## config.mk

```make
export PLATFORM = sky130hd
export DESIGN_NAME = alu_mul_unit_flat
export DESIGN_NICKNAME = d
export VERILOG_FILES = /design/src/rtl/alu_pkg.sv /design/src/rtl/alu_mul_unit_if.sv /design/src/rtl/alu_dp.sv /design/src/rtl/alu_mul_unit.sv /design/src/flat_wrapper.sv
export SDC_FILE = /design/constraint.sdc
export NUM_CORES = 1
export LEC_CHECK = 0
export CORE_ASPECT_RATIO = 1.4
export CORE_UTILIZATION = 58
export CTS_BUF_LIST = sky130_fd_sc_hd__clkbuf_8
export DETAILED_ROUTE_END_ITERATION = 10
export GPL_TIMING_DRIVEN = 0
export PLACE_DENSITY = 0.79
export SETUP_SLACK_MARGIN = 0.4
export SLEW_MARGIN = 25
export SYNTH_ARGS = -nofsm -noshare
export SYNTH_HDL_FRONTEND = slang
export SYNTH_SLANG_ARGS = --single-unit
```

## constraint.sdc

```tcl
create_clock -name clk -period 10.4 [get_ports clk]
set_input_delay 1.56 -clock clk [delete_from_list [all_inputs] [get_ports clk]]
set_output_delay 1.56 -clock clk [all_outputs]
set_load 0.01 [all_outputs]
```

## src/rtl/alu_pkg.sv

```systemverilog
// Shared opcodes, multiply-op bit positions and FSM encodings for alu_mul_unit and alu_dp.
package alu_pkg;

  localparam logic [3:0] OP_AND = 4'h0;
  localparam logic [3:0] OP_EOR = 4'h1;
  localparam logic [3:0] OP_SUB = 4'h2;
  localparam logic [3:0] OP_RSB = 4'h3;
  localparam logic [3:0] OP_ADD = 4'h4;
  localparam logic [3:0] OP_ADC = 4'h5;
  localparam logic [3:0] OP_SBC = 4'h6;
  localparam logic [3:0] OP_RSC = 4'h7;
  localparam logic [3:0] OP_TST = 4'h8;
  localparam logic [3:0] OP_TEQ = 4'h9;
  localparam logic [3:0] OP_CMP = 4'hA;
  localparam logic [3:0] OP_CMN = 4'hB;
  localparam logic [3:0] OP_ORR = 4'hC;
  localparam logic [3:0] OP_MOV = 4'hD;
  localparam logic [3:0] OP_BIC = 4'hE;
  localparam logic [3:0] OP_MVN = 4'hF;

  // mul_op = {long, signed, accumulate}
  localparam int MUL_ACC  = 0;
  localparam int MUL_SGN  = 1;
  localparam int MUL_LONG = 2;

  typedef enum logic [1:0] {
    ST_IDLE = 2'd0,
    ST_MUL  = 2'd1,
    ST_DONE = 2'd2
  } state_t;

  // TST/TEQ/CMP/CMN (8..B) only update flags.
  function automatic logic writes_rd(input logic [3:0] op);
    return op[3:2] != 2'b10;
  endfunction

endpackage

```

## src/rtl/alu_mul_unit_if.sv

```systemverilog
// Execute-stage request/result bundle between the core (master) and alu_mul_unit (slave).
interface alu_mul_unit_if #(
  parameter int W = 32
);
  logic         in_valid;
  logic         in_ready;
  logic         is_mul;
  logic [3:0]   opcode;
  logic [2:0]   mul_op;
  logic [W-1:0] a;
  logic [W-1:0] b;
  logic [W-1:0] acc_lo;
  logic [W-1:0] acc_hi;
  logic         n, z, c, v;
  logic         shifter_carry_out;
  logic         out_valid;
  logic         out_ready;
  logic [W-1:0] out_lo;
  logic [W-1:0] out_hi;
  logic         out_n, out_z, out_c, out_v;
  logic         wrd;
  logic         busy;

  modport master (
    output in_valid, is_mul, opcode, mul_op, a, b, acc_lo, acc_hi,
           n, z, c, v, shifter_carry_out, out_ready,
    input  in_ready, out_valid, out_lo, out_hi, out_n, out_z, out_c, out_v, wrd, busy
  );

  modport slave (
    input  in_valid, is_mul, opcode, mul_op, a, b, acc_lo, acc_hi,
           n, z, c, v, shifter_carry_out, out_ready,
    output in_ready, out_valid, out_lo, out_hi, out_n, out_z, out_c, out_v, wrd, busy
  );
endinterface

```

## src/rtl/alu_dp.sv

```systemverilog
// Combinational W-bit ARM data-processing core with NZCV generation.
// Latency: 0 (pure combinational; the caller registers the result).
// Backpressure: none; evaluated every cycle.
module alu_dp
  import alu_pkg::*;
#(
  parameter int W = 32
) (
  input  logic [3:0]   opcode,
  input  logic [W-1:0] a,
  input  logic [W-1:0] b,
  input  logic         c,
  input  logic         v,
  input  logic         shifter_carry_out,
  output logic [W-1:0] res,
  output logic         res_n,
  output logic         res_z,
  output logic         res_c,
  output logic         res_v,
  output logic         wrd
);
  logic [W-1:0] x, y;
  logic [W:0]   sum;
  logic         cin;
  logic         arith;

  // Every subtract is x + ~y + cin, so carry out is NOT-borrow.
  always_comb begin
    x     = a;
    y     = b;
    cin   = 1'b0;
    arith = 1'b1;
    case (opcode)
      OP_SUB, OP_CMP: begin y = ~b; cin = 1'b1; end
      OP_RSB:         begin x = b;  y = ~a; cin = 1'b1; end
      OP_ADD, OP_CMN: ;
      OP_ADC:         cin = c;
      OP_SBC:         begin y = ~b; cin = c; end
      OP_RSC:         begin x = b;  y = ~a; cin = c; end
      default:        arith = 1'b0;
    endcase
    sum = {1'b0, x} + {1'b0, y} + {{W{1'b0}}, cin};
  end

  always_comb begin
    case (opcode)
      OP_AND, OP_TST: res = a & b;
      OP_EOR, OP_TEQ: res = a ^ b;
      OP_ORR:         res = a | b;
      OP_MOV:         res = b;
      OP_BIC:         res = a & ~b;
      OP_MVN:         res = ~b;
      default:        res = sum[W-1:0];
    endcase
  end

  assign res_n = res[W-1];
  assign res_z = (res == '0);
  assign res_c = arith ? sum[W] : shifter_carry_out;
  assign res_v = arith ? ((x[W-1] == y[W-1]) && (sum[W-1] != x[W-1])) : v;
  assign wrd   = writes_rd(opcode);

endmodule

```

## src/rtl/alu_mul_unit.sv

```systemverilog
// Execute-stage ALU with registered data-processing result and iterative BPC-bit/cycle multiplier.
// Latency: data-processing 1 cycle; multiply W/BPC+1 cycles (MUL_EARLY_TERM_EN: as low as 2).
// Backpressure: result held in DONE until out_ready; in_ready only in IDLE or while DONE drains.
module alu_mul_unit
  import alu_pkg::*;
#(
  parameter int W   = 32,
  parameter int BPC = 2
) (
  input logic           clk,
  input logic           rst,
  alu_mul_unit_if.slave bus
);
  localparam int STEPS = W / BPC;
  localparam int CW    = $clog2(STEPS + 1);

  state_t         state, state_nx;
  logic           accept, rdy, mul_last;
  logic [CW-1:0]  cnt;
  logic [2*W-1:0] prod, mcand, step_sum, mcand_nx, prod_fin;
  logic [W-1:0]   mplier, mplier_nx;
  logic           m_long, m_sgn, m_c, m_v;
  logic [W-1:0]   dp_res;
  logic           dp_n, dp_z, dp_c, dp_v, dp_wrd;
  logic [W-1:0]   r_lo, r_hi;
  logic           r_n, r_z, r_c, r_v, r_wrd;
  logic           unused_flags;

  // N and Z are always regenerated from the result.
  assign unused_flags = ^{bus.n, bus.z};

  alu_dp #(.W(W)) u_dp (
    .opcode            (bus.opcode),
    .a                 (bus.a),
    .b                 (bus.b),
    .c                 (bus.c),
    .v                 (bus.v),
    .shifter_carry_out (bus.shifter_carry_out),
    .res               (dp_res),
    .res_n             (dp_n),
    .res_z             (dp_z),
    .res_c             (dp_c),
    .res_v             (dp_v),
    .wrd               (dp_wrd)
  );

  always_ff @(posedge clk or posedge rst) begin
    if (rst) state <= ST_IDLE;
    else     state <= state_nx;
  end

  always_comb begin
    state_nx = state;
    accept   = 1'b0;
    rdy      = 1'b0;
    case (state)
      ST_IDLE: begin
        rdy = 1'b1;
        if (bus.in_valid) begin
          accept   = 1'b1;
          state_nx = bus.is_mul ? ST_MUL : ST_DONE;
        end
      end
      ST_MUL: if (mul_last) state_nx = ST_DONE;
      ST_DONE: begin
        if (bus.out_ready) begin
          rdy = 1'b1;
          if (bus.in_valid) begin
            accept   = 1'b1;
            state_nx = bus.is_mul ? ST_MUL : ST_DONE;
          end else begin
            state_nx = ST_IDLE;
          end
        end
      end
      default: state_nx = ST_IDLE;
    endcase
  end

  // Multiplier chunks are summed unsigned; a negative remaining multiplier
  // (all sign bits, i.e. -1) is folded in by subtracting the shifted multiplicand.
  always_comb begin
    step_sum = prod;
    for (int j = 0; j < BPC; j++) begin
      if (mplier[j]) step_sum = step_sum + (mcand << j);
    end
    mcand_nx  = mcand << BPC;
    mplier_nx = m_sgn ? W'($signed(mplier) >>> BPC) : (mplier >> BPC);
    prod_fin  = (m_sgn && mplier_nx[W-1]) ? (step_sum - mcand_nx) : step_sum;
  end

`ifdef MUL_EARLY_TERM_EN
  assign mul_last = (cnt == CW'(1)) || (mplier_nx == '0) || (m_sgn && (&mplier_nx));
`else
  assign mul_last = (cnt == CW'(1));
`endif

  always_ff @(posedge clk or posedge rst) begin
    if (rst) begin
      cnt    <= '0;
      prod   <= '0;
      mcand  <= '0;
      mplier <= '0;
      m_long <= 1'b0;
      m_sgn  <= 1'b0;
      m_c    <= 1'b0;
      m_v    <= 1'b0;
      r_lo   <= '0;
      r_hi   <= '0;
      r_n    <= 1'b0;
      r_z    <= 1'b0;
      r_c    <= 1'b0;
      r_v    <= 1'b0;
      r_wrd  <= 1'b0;
    end else if (accept) begin
      if (bus.is_mul) begin
        cnt    <= CW'(STEPS);
        m_long <= bus.mul_op[MUL_LONG];
        m_sgn  <= bus.mul_op[MUL_SGN];
        m_c    <= bus.c;
        m_v    <= bus.v;
        mcand  <= bus.mul_op[MUL_SGN] ? {{W{bus.a[W-1]}}, bus.a} : {{W{1'b0}}, bus.a};
        mplier <= bus.b;
        prod   <= !bus.mul_op[MUL_ACC] ? '0 :
                  {(bus.mul_op[MUL_LONG] ? bus.acc_hi : {W{1'b0}}), bus.acc_lo};
      end else begin
        r_lo  <= dp_res;
        r_hi  <= '0;
        r_n   <= dp_n;
        r_z   <= dp_z;
        r_c   <= dp_c;
        r_v   <= dp_v;
        r_wrd <= dp_wrd;
      end
    end else if (state == ST_MUL) begin
      cnt    <= cnt - CW'(1);
      prod   <= step_sum;
      mcand  <= mcand_nx;
      mplier <= mplier_nx;
      if (mul_last) begin
        r_lo  <= prod_fin[W-1:0];
        r_hi  <= m_long ? prod_fin[2*W-1:W] : {W{1'b0}};
        r_n   <= m_long ? prod_fin[2*W-1] : prod_fin[W-1];
        r_z   <= m_long ? (prod_fin == '0) : (prod_fin[W-1:0] == '0);
        r_c   <= m_c;
        r_v   <= m_v;
        r_wrd <= 1'b1;
      end
    end
  end

  assign bus.in_ready  = rdy;
  assign bus.out_valid = (state == ST_DONE);
  assign bus.busy      = (state == ST_MUL);
  assign bus.out_lo    = r_lo;
  assign bus.out_hi    = r_hi;
  assign bus.out_n     = r_n;
  assign bus.out_z     = r_z;
  assign bus.out_c     = r_c;
  assign bus.out_v     = r_v;
  assign bus.wrd       = r_wrd;

endmodule

```

## src/flat_wrapper.sv

```systemverilog
// flat-port wrapper written by rule: the top's interface ports become plain ports
module alu_mul_unit_flat import alu_pkg::*;
#(
  parameter int W   = 32,
  parameter int BPC = 2
)
  (clk, rst, bus_in_valid, bus_is_mul, bus_opcode, bus_mul_op, bus_a, bus_b, bus_acc_lo, bus_acc_hi, bus_n, bus_z, bus_c, bus_v, bus_shifter_carry_out, bus_out_ready, bus_in_ready, bus_out_valid, bus_out_lo, bus_out_hi, bus_out_n, bus_out_z, bus_out_c, bus_out_v, bus_wrd, bus_busy);
  alu_mul_unit_if #(.W(W)) bus_i ();
  input logic clk;
  input logic rst;
  input wire logic [$bits(bus_i.in_valid)-1:0] bus_in_valid;
  input wire logic [$bits(bus_i.is_mul)-1:0] bus_is_mul;
  input wire logic [$bits(bus_i.opcode)-1:0] bus_opcode;
  input wire logic [$bits(bus_i.mul_op)-1:0] bus_mul_op;
  input wire logic [$bits(bus_i.a)-1:0] bus_a;
  input wire logic [$bits(bus_i.b)-1:0] bus_b;
  input wire logic [$bits(bus_i.acc_lo)-1:0] bus_acc_lo;
  input wire logic [$bits(bus_i.acc_hi)-1:0] bus_acc_hi;
  input wire logic [$bits(bus_i.n)-1:0] bus_n;
  input wire logic [$bits(bus_i.z)-1:0] bus_z;
  input wire logic [$bits(bus_i.c)-1:0] bus_c;
  input wire logic [$bits(bus_i.v)-1:0] bus_v;
  input wire logic [$bits(bus_i.shifter_carry_out)-1:0] bus_shifter_carry_out;
  input wire logic [$bits(bus_i.out_ready)-1:0] bus_out_ready;
  output wire logic [$bits(bus_i.in_ready)-1:0] bus_in_ready;
  output wire logic [$bits(bus_i.out_valid)-1:0] bus_out_valid;
  output wire logic [$bits(bus_i.out_lo)-1:0] bus_out_lo;
  output wire logic [$bits(bus_i.out_hi)-1:0] bus_out_hi;
  output wire logic [$bits(bus_i.out_n)-1:0] bus_out_n;
  output wire logic [$bits(bus_i.out_z)-1:0] bus_out_z;
  output wire logic [$bits(bus_i.out_c)-1:0] bus_out_c;
  output wire logic [$bits(bus_i.out_v)-1:0] bus_out_v;
  output wire logic [$bits(bus_i.wrd)-1:0] bus_wrd;
  output wire logic [$bits(bus_i.busy)-1:0] bus_busy;
  assign bus_i.in_valid = bus_in_valid;
  assign bus_i.is_mul = bus_is_mul;
  assign bus_i.opcode = bus_opcode;
  assign bus_i.mul_op = bus_mul_op;
  assign bus_i.a = bus_a;
  assign bus_i.b = bus_b;
  assign bus_i.acc_lo = bus_acc_lo;
  assign bus_i.acc_hi = bus_acc_hi;
  assign bus_i.n = bus_n;
  assign bus_i.z = bus_z;
  assign bus_i.c = bus_c;
  assign bus_i.v = bus_v;
  assign bus_i.shifter_carry_out = bus_shifter_carry_out;
  assign bus_i.out_ready = bus_out_ready;
  assign bus_in_ready = bus_i.in_ready;
  assign bus_out_valid = bus_i.out_valid;
  assign bus_out_lo = bus_i.out_lo;
  assign bus_out_hi = bus_i.out_hi;
  assign bus_out_n = bus_i.out_n;
  assign bus_out_z = bus_i.out_z;
  assign bus_out_c = bus_i.out_c;
  assign bus_out_v = bus_i.out_v;
  assign bus_wrd = bus_i.wrd;
  assign bus_busy = bus_i.busy;
  alu_mul_unit #(.W(W), .BPC(BPC)) u_core (.clk(clk), .rst(rst), .bus(bus_i));
endmodule
```

==> results of run 1 <==
==> Yosys cell counts (all sizes together), types with 26 or more instances <==
library cell,number,area share [%]
o21bai,27,0.68
xor2,98,2.9
a31oi,143,3.0
and2,33,0.69
buf,30,0.41
nand4,65,1.4
o31ai,27,0.68
o21ai,382,6.4
nand2b,26,0.54
nand2,593,7.4
a21oi,359,6.0
nor2,438,5.5
a221oi,56,1.7
ha,252,11
a22oi,50,1.3
mux2,60,2.3
inv,225,2.8
clkbuf,234,2.9
o21a,40,1.0
nor2b,29,0.61
dfrtp,240,20
or3,29,0.61
xnor2,92,2.7
a21o,85,2.1
nand3,91,1.5
a211oi,44,1.1
mux2i,50,1.7
nor3,70,1.2
o211ai,40,1.0
==> per-layer routing <==
layer	GRT overflow	global-route usage (%)
met1	1	60.3
met2	19	90.7
met3	0	25.7
met4	7	71.3
met5	0	0.370
==> what timing repair did <==
item	CTS
resized for setup	29
endpoints found under the setup margin	32
pin swaps	2
buffers inserted	2
==> per-stage QoR <==
step                std cells  utilization (%)  hold WS, ns  instance area (µm²)  setup WS [ns]
CTS                      5160             66.4        0.482                33900          0.449
detailed placement       5087             64.4        0.466                32900          -1.97
global placement         5083             64.2        0.454                32800          -2.23
floorplan                4229                -        0.446                29900           2.25
==> logic make-up after synthesis <==
group	count (synthesis)	synth area share [%]
flops	240	20.1
fa+ha+maj	257	10.9
simple gates	1486	22.2
buf+inv	489	6.18
xor+xnor	190	5.56
mux	110	3.96
compound gates	1457	31.1
==> summary.md, run 1 <==
| Metric | Value |
|---|---|
| Status | `aborted with a tool error` |
| Failing step | `global routing` |
| Run Error | `[ERROR GRT-0116] Global routing finished with congestion. Check the congestion regions in the DRC Viewer.` |
| Core Rows | `between 90 and 100` |
| Vias in the first global route | `~37000` |
| I/O Buffers | `a little over 200` |
| Post-synth top flop | `dfrtp_1` |
| Synthesis-stage register bit count | `240` |
| GRT Total Usage | `61.1%` |
| Die outline height | `271 µm` |
| Cell Area, Synth | `between 20000 and 30000 µm²` |
| Number of synthesis warnings | `0` |
| Clock Root Buffer | `clkbuf_8` |
| DP HPWL | `about 120000 µm` |
| Gr ovfl total | `27` |
| Hold-fix buffer count after cts | `0` |
| Final GP Congestion | `1.14` |
| Largest net degree at the start of global routing | `102` |
| Clk sink count | `240` |
| Number of synthesized flops with an enable pin | `0` |
| Average instance area after synthesis | `a little over 7 µm²` |
| I/O pin total | `between 200 and 250` |
| Gate count of the mapped netlist | `approximately 4200` |
| Clock buffer depth | `3` |
| Global-route wire length before repair | `~240000 µm` |
| Post-synthesis async set-or-reset flop share | `100%` |
| Share of synthesized area occupied by flip-flops and latches | `20.1%` |
| Number of H-tree branching levels | `2` |
| Die Wd | `around 190 µm` |
| Number of buffers created by CTS | `between 40 and 50` |
| Distinct cell type count of the synthesized netlist | `between 80 and 90` |
| Initial cell density of the core | `58.6%` |
| Synthesized netlist net count | `4631` |
==> run 2, diff against run 1 <==
CORE_ASPECT_RATIO = not set   (was 1.4)
CORE_UTILIZATION = 40   (was 58)
CTS_BUF_LIST = not set   (was sky130_fd_sc_hd__clkbuf_8)
PLACE_DENSITY = not set   (was 0.79)
PLACE_DENSITY_LB_ADDON = 0.15   (was not set)
SETUP_SLACK_MARGIN = not set   (was 0.4)
==> summary.md, run 2 <==
| Metric | Value |
|---|---|
| Shortest clock period the worst path allows after layout | `10.33 ns` |
| Number of H-tree branching levels | `1` |
| Slew at the pin with the worst max-slew slack | `roughly 1.1 ns` |
| Cell Area, Synth | `29900 µm²` |
| Status | `finished, final reports clean` |
| Number of detailed-routing iterations run before antenna repair | `6` |
| End point of the most critical hold path | `u_core.m_v` |
| GRT Total Usage | `approximately two fifths` |
| Initial cell density of the core | `40.7%` |
| Cells taking the most area after synthesis | `dfrtp_1 20%, ha_1 11%, nand2_1 7.4%` |
| Start-to-end type of the worst setup path | `flop to flop` |
| Most common library cell in the layout ignoring fill and taps | `nand2_1` |
| Gate count of the mapped netlist | `4229` |
| Post-synth top flop | `dfrtp_1` |
| Highest fanout seen on the critical path | `10` |
| Clock Root Buffer | `clkbuf_16` |
| Share of synthesized area occupied by flip-flops and latches | `about a fifth` |
| Fill cell count | `7628` |
| Arrival time worst endpoint | `between 10 and 15 ns` |
| Largest net degree at the start of global routing | `between 80 and 90` |
| Distinct cell type count of the synthesized netlist | `88` |
| Routed via count divided by cell count | `~6.3` |
| Worst slack on hold paths | `0.482 ns` |
| Fin. Hold Viols | `0` |
| Gr ovfl total | `0` |
| Synthesis-stage register bit count | `240` |
| Clock-pin slew on the worst setup and hold paths | `roughly 0.060 ns` |
| CP max-delay cell | `o21ai_1` |
| Aggregate routed wire length | `around 150000 µm` |
| First DRT Iteration DRCs | `between 4000 and 5000` |
| Number of nets still failing antenna checks after routing | `0` |
| Synthesized netlist net count | `roughly 4600` |
| Post-synthesis async set-or-reset flop share | `100%` |
| Die Wd | `roughly 280 µm` |
| Number of setup violations in the final report | `0` |
| Total number of vias | `approximately 35000` |
| Share of final-layout standard cells stronger than drive strength 1 | `between 5 and 6%` |
| Skew-Pair Late Insertion Delay | `0.63 ns` |
| Floorplan core area | `73500 µm²` |
| Tcrit/Tclk final | `between 90% and 100%` |
| Worst slew margin | `~25%` |
| Average instance area after synthesis | `7.07 µm²` |
| Worst clock skew | `just under 0.03 ns` |
| Crit path capture type | `flop` |
| Drt wl/cell | `around 27 µm` |
| Min-delay worst type | `flop to flop` |
| Number of synthesis warnings | `0` |
| Residual DRC count | `0` |
| I/O pin total | `217` |
| TNS Setup | `0 ns` |
| Reg-to-Reg End | `u_core.bus.out_z` |
| Largest regs | `u_core.mcand (64), u_core.prod (64)` |
| Number of max-cap violations | `0` |
| TritonCTS clock tree | `yes` |
| Yosys top cell by area | `dfrtp_1` |
| Most common library cells after synthesis | `593 x nand2_1, 438 x nor2_1, 376 x o21ai_0` |
| Die area | `around 76000 µm²` |
| Global-route wire length before repair | `between 200000 and 250000 µm` |
| Hold depth | `2` |
| Final net count | `slightly below 5000` |
| Number of buffers created by CTS | `31` |
| Final GP Congestion | `roughly 1.0` |
| Clk sink count | `240` |
| Antenna violations before repair | `5` |
| Share of the synthesized area in the top cell type | `roughly 20%` |
| Cell with the most instances after synthesis | `nand2_1` |
| Post-synthesis to final-layout area growth | `16.0%` |
| Achievable frequency | `just under 0.1 GHz` |
| Required time at the worst-slack endpoint | `10.97 ns` |
| Number of synthesized flops with an enable pin | `0` |
| Clock buffer depth | `3` |
| Die outline height | `275 µm` |
| Max stage delay on crit path | `~0.59 ns` |
| Final max-slew violation count | `0` |
| Startpoint class of the critical path | `flop` |
| Most frequent cells in the layout | `593 x nand2_1, 437 x nor2_1, 371 x o21ai_0, 357 x a21oi_1, 252 x ha_1` |
| Worst reg2reg setup slack | `roughly 0.073 ns` |
| Reg-to-Reg Start | `u_core.mplier[0]` |
| Vias in the first global route | `between 30000 and 40000` |
| I/O Buffers | `around 200` |
| Count of cells along the worst register-to-register path | `31` |
| DP HPWL | `roughly 120000 µm` |
| Launch instance of the worst min-delay path | `u_core.m_v` |
| Core Rows | `99` |
| Hold-fix buffer count after cts | `0` |
-- run 2: cell counts after synthesis --
No cell type changed its count.
-- run 2: how the worst max path moves through the flow --
stage                     slack [ns]             start  cells after the start                to
after floorplan                 2.25               rst                      1  u_core.bus.out_c
final                           0.07  u_core.mplier[0]                     31  u_core.bus.out_z
after global routing           -0.02  u_core.mcand[16]                     34  u_core.bus.out_z
after detailed placement       -3.04  u_core.mplier[0]                     32  u_core.bus.out_z
after global placement         -3.66  u_core.mplier[0]                     32  u_core.bus.out_z
after CTS                       0.07   u_core.mcand[0]                     35  u_core.bus.out_z
-- run 2: cell type report --
class	instances	area [µm²]	area share (%)
sequential	240	6010	17.3
clock buffer	39	816	2.35
inverter	225	852	2.46
tap	959	1200	3.46
antenna	1	2.50	0.00721
buffer	260	1010	2.91
timing repair buffer	224	2250	6.49
multi-input combinational	3500	22300	64.2
clock inverter	19	263	0.757
-- run 2: cell families after synthesis --
kind of cell / count (synthesis) / synth area share, %
simple gates: 1486 / 22.2
compound gates: 1457 / 31.1
buf+inv: 489 / 6.18
fa+ha+maj: 257 / 10.9
flops: 240 / 20.1
xor+xnor: 190 / 5.56
mux: 110 / 3.96
-- run 2: metrics by stage --
stage               utilization, %  cell area (µm²)  instances  setup slack [ns]
floorplan                        -            29900       4229              2.25
global placement              45.1            33100       5392             -3.66
detailed placement            45.3            33300       5397             -3.04
CTS                           46.9            34500       5457            0.0654
global route                  47.2            34700       5466           -0.0224
finish                        47.2            34700       5467            0.0732
-- run 2: routing by layer --
| metal | up-vias | track usage [%] | part of all wire [%] |
|---|---|---|---|
| met1 | 16783 | 54.3 | 44 |
| li1 | 15905 | - | - |
| met3 | 242 | 4.94 | 8.8 |
| met2 | 1750 | 59.3 | 44 |
| met5 | - | 0 | 0.018 |
| met4 | 4 | 12.0 | 3.6 |
-- run 2: what timing repair did --
| item | CTS | global route |
|---|---|---|
| resized for setup | 29 | 29 |
| endpoints found under the setup margin | 39 | 3 |
| pin swaps | 1 | 7 |
| setup buffers | 2 | 13 |
| cloned | 0 | 0 |
-- run 2: critical path, delay by kind of cell, from the launching register on --
kind                     cells  cell delay, ns
AO/OA/AOI/OAI               13            3.60
AND/OR/NAND/NOR              7            2.52
adder cells (fa/ha/maj)      2            0.73
multiplexers                 1            0.29
XOR/XNOR                     1            0.17
flip-flops                   1            0.39
buffers and inverters        7            2.50
Power of run 2 is not shown: default switching activity piles up to over one toggle a cycle in this logic, so the estimate is an artifact.
